## src/rtl/wb_port_arbiter.sv

```systemverilog
// wb_port_arbiter: shares the register-file write port between pipeline writeback (A)
// and a FIFO-buffered long-latency source (B), with a starvation guard for B.
module wb_port_arbiter #(
   parameter int DATA_W       = 64,
   parameter int ADDR_W       = 5,
   parameter int FIFO_DEPTH   = 4,
   parameter int STARVE_LIMIT = 3
) (
   input  logic                            clock,
   input  logic                            reset,
   input  logic                            flush,
   input  logic                            a_valid,
   output logic                            a_ready,
   input  logic [ADDR_W-1:0]               a_rd,
   input  logic [DATA_W-1:0]               a_data,
   input  logic                            b_valid,
   output logic                            b_ready,
   input  logic [ADDR_W-1:0]               b_rd,
   input  logic [DATA_W-1:0]               b_data,
   output logic                            rf_we,
   output logic [ADDR_W-1:0]               rf_rd,
   output logic [DATA_W-1:0]               rf_wdata,
   output logic [$clog2(FIFO_DEPTH):0]     b_count
);
   localparam int PW = $clog2(FIFO_DEPTH);
   localparam int CW = PW + 1;
   localparam int SW = $clog2(STARVE_LIMIT + 1);
   logic [ADDR_W-1:0] mem_rd   [FIFO_DEPTH];
   logic [DATA_W-1:0] mem_data [FIFO_DEPTH];
   logic [PW-1:0]     wr_ptr, rd_ptr;
   logic [SW-1:0]     starve_cnt, starve_n;
   logic              b_nonempty, force_b, grant_a, grant_b, push;
   // count == FIFO_DEPTH exactly when its MSB is set, since depth is a power of 2
   always_comb begin
      b_nonempty = b_count != '0;
      force_b    = (starve_cnt == SW'(STARVE_LIMIT)) && b_nonempty;
      a_ready    = reset && !force_b && !flush;
      b_ready    = reset && !flush && !b_count[CW-1];
      grant_a    = a_valid && a_ready && (a_rd != '0);
      grant_b    = reset && !flush && b_nonempty && !grant_a;
      push       = b_valid && b_ready && (b_rd != '0);
      starve_n   = (!b_nonempty || grant_b) ? '0 :
                   (grant_a && starve_cnt != SW'(STARVE_LIMIT)) ? starve_cnt + 1'b1 : starve_cnt;
   end
   always_ff @(posedge clock or negedge reset) begin
      if (!reset) begin
         rf_we      <= 1'b0;
         rf_rd      <= '0;
         rf_wdata   <= '0;
         wr_ptr     <= '0;
         rd_ptr     <= '0;
         b_count    <= '0;
         starve_cnt <= '0;
      end else if (flush) begin
         rf_we      <= 1'b0;
         wr_ptr     <= '0;
         rd_ptr     <= '0;
         b_count    <= '0;
         starve_cnt <= '0;
      end else begin
         rf_we <= grant_a || grant_b;
         if (grant_a) begin
            rf_rd    <= a_rd;
            rf_wdata <= a_data;
         end else if (grant_b) begin
            rf_rd    <= mem_rd[rd_ptr];
            rf_wdata <= mem_data[rd_ptr];
         end
         if (push) wr_ptr <= wr_ptr + 1'b1;
         if (grant_b) rd_ptr <= rd_ptr + 1'b1;
         b_count    <= b_count + CW'(push) - CW'(grant_b);
         starve_cnt <= starve_n;
      end
   end
   always_ff @(posedge clock) begin
      if (push) begin
         mem_rd[wr_ptr]   <= b_rd;
         mem_data[wr_ptr] <= b_data;
      end
   end
endmodule

```

## config.mk

```make
export PLATFORM = sky130hd
export DESIGN_NAME = wb_port_arbiter
export DESIGN_NICKNAME = d
export VERILOG_FILES = /design/src/rtl/wb_port_arbiter.sv
export SDC_FILE = /design/constraint.sdc
export NUM_CORES = 1
export LEC_CHECK = 0
export BUFFER_PORTS_ARGS = -buffer_cell sky130_fd_sc_hd__buf_2
export CAP_MARGIN = 20
export CORE_ASPECT_RATIO = 0.9
export CORE_MARGIN = 4
export CORE_UTILIZATION = 30
export DETAILED_ROUTE_END_ITERATION = 7
export PLACE_DENSITY = 0.57
export SLEW_MARGIN = 20
export SYNTH_ARGS = -nofsm -noshare
export SYNTH_HDL_FRONTEND = slang
export SYNTH_SLANG_ARGS = --single-unit
```

## constraint.sdc

```tcl
create_clock -name clock -period 3.3 [get_ports clock]
set_clock_uncertainty 0.15 [all_clocks]
set_input_delay 0.66 -clock clock [delete_from_list [all_inputs] [get_ports clock]]
set_output_delay 0.66 -clock clock [all_outputs]
set_load 0.01 [all_outputs]
```

==> Flow_metrics.wiki, run 1 <==
{| class="wikitable"
! Metric !! Value
|-
| PD cells || 733.5 nW/um2
|-
| Post-synth top flop || sky130_fd_sc_hd__edfxtp_1
|-
| Num CTS Buffers || 40
|-
| Starting density of the core || 0.3031
|-
| Area Overhead vs Synth || 24.01%
|-
| Total Negative Setup Slacks || 0 ns
|-
| Avg WL per Cell || 18.76 um
|-
| Period minus WS final || 3.110 ns
|-
| Cell breakdown of the critical path || dlygate4sd3_1 > buf_4 > nor2b_1 > o2111ai_4 > and2_1 > ha_1 > inv_1 > ha_1 > inv_1 > fa_1 > xor2_1 > xnor2_1 > nor2_1
|-
| Buffers inserted during post-CTS setup optimization || 0
|-
| Area leader, netlist || sky130_fd_sc_hd__edfxtp_1
|-
| Syn. warnings || 0
|-
| Pin count of the biggest net entering global routing || 82
|-
| Die span in y || around 210 um
|-
| Clock Tree Root || sky130_fd_sc_hd__clkbuf_16
|-
| Number of maximum-capacitance constraint violations || 0
|-
| Data arrival time of the critical path || 3.37 ns
|-
| Number of antenna-violating nets in the routed design || 0
|-
| Total Wirelength || 30.12 mm
|-
| Final std cell area, no fill || 17,020 um2
|-
| Min-delay worst type || in -> reg
|-
| Count of buffers inserted at the top-level ports || around 220
|-
| H-Tree Level Count || 2
|-
| Synthesized Nets || 874
|-
| Result of the run || complete, no violations
|-
| Count of routing violations after the opening detailed-route iteration || 365
|-
| Storage cell area || 10,270 um2
|-
| Number of synthesized flops with an enable pin || 276
|-
| Power, Total || 12.48 mW
|-
| Setup repair after global routing missed its margin || false
|-
| Required time of the critical path || 3.56 ns
|-
| Detail-routed via count per cell || 4.493
|-
| Area contributors post-synth || sky130_fd_sc_hd__edfxtp_1, sky130_fd_sc_hd__dfrtp_1, sky130_fd_sc_hd__mux4_2
|-
| Critical path's largest stage delay || 0.57 ns
|-
| Area fraction of the dominant cell type after synthesis || 0.6039
|-
| Total congestion overflow after global routing || 0
|-
| Cell at the slowest stage of the critical path || sky130_fd_sc_hd__dlygate4sd3_1
|-
| Post-layout util || 0.3759
|-
| CTS max path bufs || 3
|-
| Antenna violations before repair || 9
|-
| Count of cell types in the netlist || 31
|-
| Critical Path Sink Type || flip-flop
|-
| Most common library cell in the layout ignoring fill and taps || sky130_fd_sc_hd__edfxtp_1
|-
| Avg Synthesized Cell Area || 18.98 um2
|-
| Reported leakage power || 5.959 nW
|-
| Largest voltage drop on the vdd net || 0.3956 mV
|-
| Class of the most critical setup path || in -> reg
|-
| Launching element type of the critical path || input port
|-
| Fill cells || 4,233
|-
| Post-layout net count || 1,114
|-
| Post-CTS Hold Buffers || 1
|-
| Fraction of the yosys area taken by sequential cells || 0.7479
|-
| CTS tree || yes
|-
| Actual slew at the worst max-slew pin || 0.9213 ns
|-
| Routability congestion estimate || approximately 0.68
|-
| Number of detailed-route iterations in the first pass || 4
|-
| Final Cycle Share || 0.9423
|-
| Combined global-route utilization of all metal layers || 0.1226
|-
| Total cell area at the placement stage || 15,650 um2
|-
| Multi-input combinational cell area || 3251 um2
|-
| Max Freq || 0.3216 GHz
|-
| Commonest cells after routing, fill and taps aside || sky130_fd_sc_hd__edfxtp_1, sky130_fd_sc_hd__buf_2, sky130_fd_sc_hd__dfrtp_1
|-
| Via count || 7,211
|-
| Remaining DRCs || 0
|-
| Num Clock Sinks || around 360
|-
| Clock transition at path regs || ~0.06 ns
|-
| Number of rows in the core area || 74
|-
| Final setup vio count || 0
|-
| Layout cell share with drive strength beyond 1 || 0.3746
|-
| Register bit count reported by yosys || about 360
|-
| Synth async-reset ratio || 0.2225
|-
| Global-route wire length before repair || 46.14 mm
|-
| Number of I/O pins || 218
|-
| Combined area of all synthesized cells || approximately 14,000 um2
|-
| Critical path peak fanout || 12
|-
| Detailed Place HPWL || 18.78 mm
|-
| Count of cells resized by post-cts repair || 0
|-
| Pins Over Slew Limit || 0
|-
| Core Area || 45,280 um2
|-
| Floorplan die width || around 230 um
|-
| Number of global-route vias before repair || 7,780
|-
| Clk_lat worst skew || 0.54 ns
|-
| Max-slew headroom || 0.3858
|-
| Post-synthesis cell count || between 700 and 800
|-
| Hold Vio Cnt, Final || 0
|-
| Die Outline Area || 49,240 um2
|}
==> stage by stage <==
stage | instances | hold slack, ns | worst slack [ns]
after global placement | 1528 | 0.3645 | 0.07113
after floorplan | 723 | 0.2144 | 0.2141
after CTS | 1601 | 0.1369 | 0.2162
after global routing | 1603 | 0.1509 | 0.03026
final | 1605 | 0.1870 | 0.1903
after detailed placement | 1528 | 0.3692 | 0.07708
==> state kept, by name, indices dropped and copies added (netlist names) <==
register	flops
rf_rd	5
rf_wdata	64
b_count	3
wr_ptr	2
mem_rd	20
rf_we	1
rd_ptr	2
mem_data	256
starve_cnt	2
==> area by class of cell <==
| type | count | share of cell area |
|---|---|---|
| clock buffer | 56 | 0.06719 |
| antenna | 4 | 0.0005881 |
| sequential | 355 | 0.6035 |
| timing repair buffer | 237 | 0.07954 |
| clock inverter | 16 | 0.01213 |
| multi-input combinational | 323 | 0.1910 |
| inverter | 6 | 0.001323 |
| tap | 608 | 0.04470 |
==> worst paths after layout <==
kind | endpoint | from | depth (start not counted) | slack [ns]
max | b_count[2] | reset | 13 | 0.19
min | mem_data[0][48] | b_data[48] | 1 | 0.19
max reg2reg | b_count[2] | b_count[1] | 11 | 0.48
min reg2reg | rf_wdata[56] | rf_wdata[56] | 2 | 0.42
max in group asynchronous | rd_ptr[0] | reset | 4 | 1.08
min in group asynchronous | b_count[1] | reset | 2 | 0.43
==> cells in the mapped netlist (2+ instances only) <==
cell type,n
sky130_fd_sc_hd__o211a_1,2
sky130_fd_sc_hd__nor2b_1,3
sky130_fd_sc_hd__edfxtp_1,276
sky130_fd_sc_hd__buf_6,2
sky130_fd_sc_hd__clkbuf_1,9
sky130_fd_sc_hd__nor2_1,73
sky130_fd_sc_hd__nor3_1,2
sky130_fd_sc_hd__and2_1,6
sky130_fd_sc_hd__buf_4,3
sky130_fd_sc_hd__nand2b_1,4
sky130_fd_sc_hd__xnor2_1,2
sky130_fd_sc_hd__dfrtp_1,79
sky130_fd_sc_hd__buf_2,25
sky130_fd_sc_hd__mux2i_1,71
sky130_fd_sc_hd__a21oi_1,70
sky130_fd_sc_hd__ha_1,7
sky130_fd_sc_hd__nand2_1,2
sky130_fd_sc_hd__inv_1,6
sky130_fd_sc_hd__mux4_2,69
==> power by group <==
part           total, mW  leakage [nW]  internal [mW]  switching [mW]
sequential          5.60          3.39           5.34           0.263
combinational       2.36          1.91           1.17            1.19
clock               4.52         0.659           2.81            1.71
==> kinds of logic after synthesis <==
kind of cell,count (synthesis),share of synthesized area
buf+inv,45,0.01650
xor+xnor,3,0.001915
mux,140,0.1650
flops,355,0.7479
compound gates,77,0.03082
simple gates,95,0.02999
fa+ha+maj,8,0.007840
==> metal layers <==
metal	track usage	up-vias	wire length, um
li1	-	3329	-
met1	0.1650	3646	13600
met2	0.1920	175	13950
met3	0.03722	51	1908
met4	0.03892	10	605
met5	0	-	52
==> critical path: cells and delay by family <==
family / cells / cell delay, ns
buf+inv: 4 / 0.91
xor+xnor: 2 / 0.30
compound gates: 1 / 0.15
simple gates: 3 / 0.56
fa+ha+maj: 3 / 0.79
Note: power is estimated with default switching activity, not from simulation.
==> inputs of run 2 (changes only) <==
==> constraint.sdc (replaced) <==
create_clock -name clock -period 3 [get_ports clock]
set_clock_uncertainty 0.15 [all_clocks]
set_input_delay 0.6 -clock clock [delete_from_list [all_inputs] [get_ports clock]]
set_output_delay 0.6 -clock clock [all_outputs]
set_load 0.01 [all_outputs]
==> Flow_metrics.wiki, run 2 (synthesized netlist as in run 1, its figures left out) <==
{| class="wikitable"
! Metric !! Value
|-
| Die Outline Area || 49,240 um2 (unchanged)
|-
| Worst hold path startpoint || b_data[8]
|-
| Commonest cells after routing, fill and taps aside || sky130_fd_sc_hd__edfxtp_1, sky130_fd_sc_hd__buf_2, sky130_fd_sc_hd__dfrtp_1
|-
| Required time of the critical path || 3.27 ns (-0.29 ns)
|-
| Starting density of the core || 0.3031 (unchanged)
|-
| Number of detailed-route iterations in the first pass || 4 (unchanged)
|-
| Post-route insts no fill || 1,613 (+0.50%)
|-
| Layout cell share with drive strength beyond 1 || 0.3845 (+0.009840)
|-
| Sequential cell fraction of total power || 0.464 (+0.015)
|-
| Total cell area at the placement stage || 15,790 um2 (+0.88%)
|-
| Pin count of the biggest net entering global routing || 85 (+3.7%)
|-
| Count of routing violations after the opening detailed-route iteration || 398 (+9.0%)
|-
| Buffers inserted during post-CTS setup optimization || 0 (unchanged)
|-
| Result of the run || complete, no violations
|-
| Largest voltage drop on the vdd net || 0.5248 mV (+33%)
|-
| Pins Over Slew Limit || 0 (unchanged)
|-
| Remaining DRCs || 0 (unchanged)
|-
| Critical path peak fanout || 5 (-7)
|-
| Number of global-route vias before repair || 7,789 (+0.12%)
|-
| Count of buffers inserted at the top-level ports || 217 (unchanged)
|-
| Net switching power figure || 3.478 mW (+9.9%)
|-
| Die span in y || 210.9 um (unchanged)
|-
| Number of rows in the core area || 74 (unchanged)
|-
| Period minus WS final || 2.818 ns
|-
| Max-slew headroom || 0.5445 (+0.1587)
|-
| Data arrival time of the critical path || 3.08 ns (-0.29 ns)
|-
| Top flop regs || mem_data: 256 flops, rf_wdata: 64 flops, mem_rd: 20 flops
|-
| H-Tree Level Count || 2 (unchanged)
|-
| CTS max path bufs || 3 (unchanged)
|-
| Worst hold stages || 1 (unchanged)
|-
| Routability congestion estimate || 0.7006 (+3.1%)
|-
| Flip-flop count of the largest register after layout || 256 (unchanged)
|-
| Most flops, register || mem_data
|-
| Core Area || 45,280 um2 (unchanged)
|-
| Avg WL per Cell || 18.72 um (-0.23%)
|-
| Actual slew at the worst max-slew pin || 0.6832 ns (-0.2381 ns)
|-
| Hold Vio Cnt, Final || 0 (unchanged)
|-
| Final setup margin || 0.1825 ns (-0.007797 ns)
|-
| Number of antenna-violating nets in the routed design || 0 (unchanged)
|-
| Critical Path Sink Type || flip-flop
|-
| Combined global-route utilization of all metal layers || 0.1232 (+0.0006236)
|-
| Final setup vio count || 0 (unchanged)
|-
| Share of power burned in combinational logic || 0.196 (+0.007)
|-
| Setup repair after global routing missed its margin || false
|-
| Clock network power share || 0.340 (-0.022)
|-
| Detailed Place HPWL || 19.42 mm (+3.4%)
|-
| CTS tree || yes
|-
| Total Negative Setup Slacks || 0 ns (unchanged)
|-
| Via count || 7,253 (+0.58%)
|-
| Number of I/O pins || 218 (unchanged)
|-
| Post-layout net count || 1,126 (+1.1%)
|-
| PD cells || 781.1 nW/um2 (+6.5%)
|-
| Post-CTS Hold Buffers || 1 (unchanged)
|-
| Number of maximum-capacitance constraint violations || 0 (unchanged)
|-
| Terminus of the critical flop-to-flop path || b_count[2]
|-
| Launching element type of the critical path || input port
|-
| Number of cell instances on the worst register-to-register path || 11 (unchanged)
|-
| Reported leakage power || 5.960 nW (about the same)
|-
| Num CTS Buffers || 40 (unchanged)
|-
| Slack of the worst reg-to-reg path || 0.30 ns (-0.18 ns)
|-
| Fraction of power spent switching nets || 0.2617 (+0.008225)
|-
| Internal Pwr Total || 9.811 mW (+5.3%)
|-
| Min-delay worst type || in -> reg
|-
| Setup slack after placement || -0.08547 ns (-0.1626 ns)
|-
| Smallest hold slack || 0.1332 ns (-0.05375 ns)
|-
| Antenna violations before repair || 7 (-2)
|-
| Area Overhead vs Synth || 23.97% (about the same)
|-
| Source of the worst register-to-register timing path || b_count[1]
|-
| Num Clock Sinks || 355 (unchanged)
|-
| Total congestion overflow after global routing || 0 (unchanged)
|-
| Hold Path Sink || mem_data[2][8]
|-
| Final std cell area, no fill || 17,010 um2 (about the same)
|-
| Count of cells resized by post-cts repair || 0 (unchanged)
|-
| Final Cycle Share || 0.9392
|-
| Clock Tree Root || sky130_fd_sc_hd__clkbuf_16
|-
| Cells after DPL || 1,540 (+0.79%)
|-
| Floorplan die width || 233.5 um (unchanged)
|-
| Clock transition at path regs || 0.06 ns (about the same)
|-
| Most common library cell in the layout ignoring fill and taps || sky130_fd_sc_hd__edfxtp_1
|-
| Clk_lat worst skew || 0.53 ns (about the same)
|-
| Max Freq || 0.3549 GHz
|-
| Class of the most critical setup path || in -> reg
|-
| Detail-routed via count per cell || 4.497 (about the same)
|-
| Global-route wire length before repair || 46.44 mm (+0.66%)
|-
| Total Wirelength || 30.19 mm (+0.26%)
|}
run 2: final cells by class:
type | instances | area (um2)
tap | 608 | 760.7
multi-input combinational | 323 | 3261
inverter | 6 | 22.52
clock buffer | 58 | 1140
antenna | 1 | 2.502
fill | 4262 | 28260
clock inverter | 13 | 73.82
sequential | 355 | 10270
timing repair buffer | 249 | 1481
run 2: metrics by stage:
step,power (mW),utilization
floorplan,7.841,-
global route,14.04,0.3757
CTS,13.55,0.3757
detailed placement,8.952,0.3487
global placement,8.903,0.3487
finish,13.29,0.3758
run 2: power by group through the flow:
stage	Sequential (mW)	Combinational, mW	Clock (mW)
after global routing	6.25	2.88	4.91
final	6.17	2.60	4.52
after global placement	6.26	2.64	0
after CTS	6.18	2.68	4.68
after detailed placement	6.28	2.67	0
after floorplan	6.46	1.38	0
run 2: worst max-delay path: stages:
cell and delay (ns):
sky130_fd_sc_hd__dlygate4sd3_1 0.52, sky130_fd_sc_hd__buf_4 0.16, sky130_fd_sc_hd__nor2b_1 0.27, sky130_fd_sc_hd__o2111ai_4 0.15
sky130_fd_sc_hd__and2_4 0.18, sky130_fd_sc_hd__ha_1 0.27, sky130_fd_sc_hd__inv_1 0.06, sky130_fd_sc_hd__ha_1 0.13
sky130_fd_sc_hd__inv_1 0.05, sky130_fd_sc_hd__fa_2 0.33, sky130_fd_sc_hd__xor2_1 0.15, sky130_fd_sc_hd__xnor2_1 0.16
sky130_fd_sc_hd__nor2_1 0.05
run 2: worst max-delay path by stage:
stage / startpoint / to
4_1_cts: reset / b_count[2]
3_5_place_dp: a_rd[2] / b_count[2]
2_1_floorplan: a_rd[2] / b_count[2]
3_3_place_gp: a_rd[2] / b_count[2]
6_report: reset / b_count[2]
5_1_grt: reset / b_count[2]
run 2: per-layer routing:
metal  share of wire  vias up  GRT usage
met1            0.44     3668     0.1660
met5          0.0027        -          0
met4           0.018       12    0.03421
li1                -     3333          -
met2            0.47      187     0.1951
met3           0.069       53    0.03776
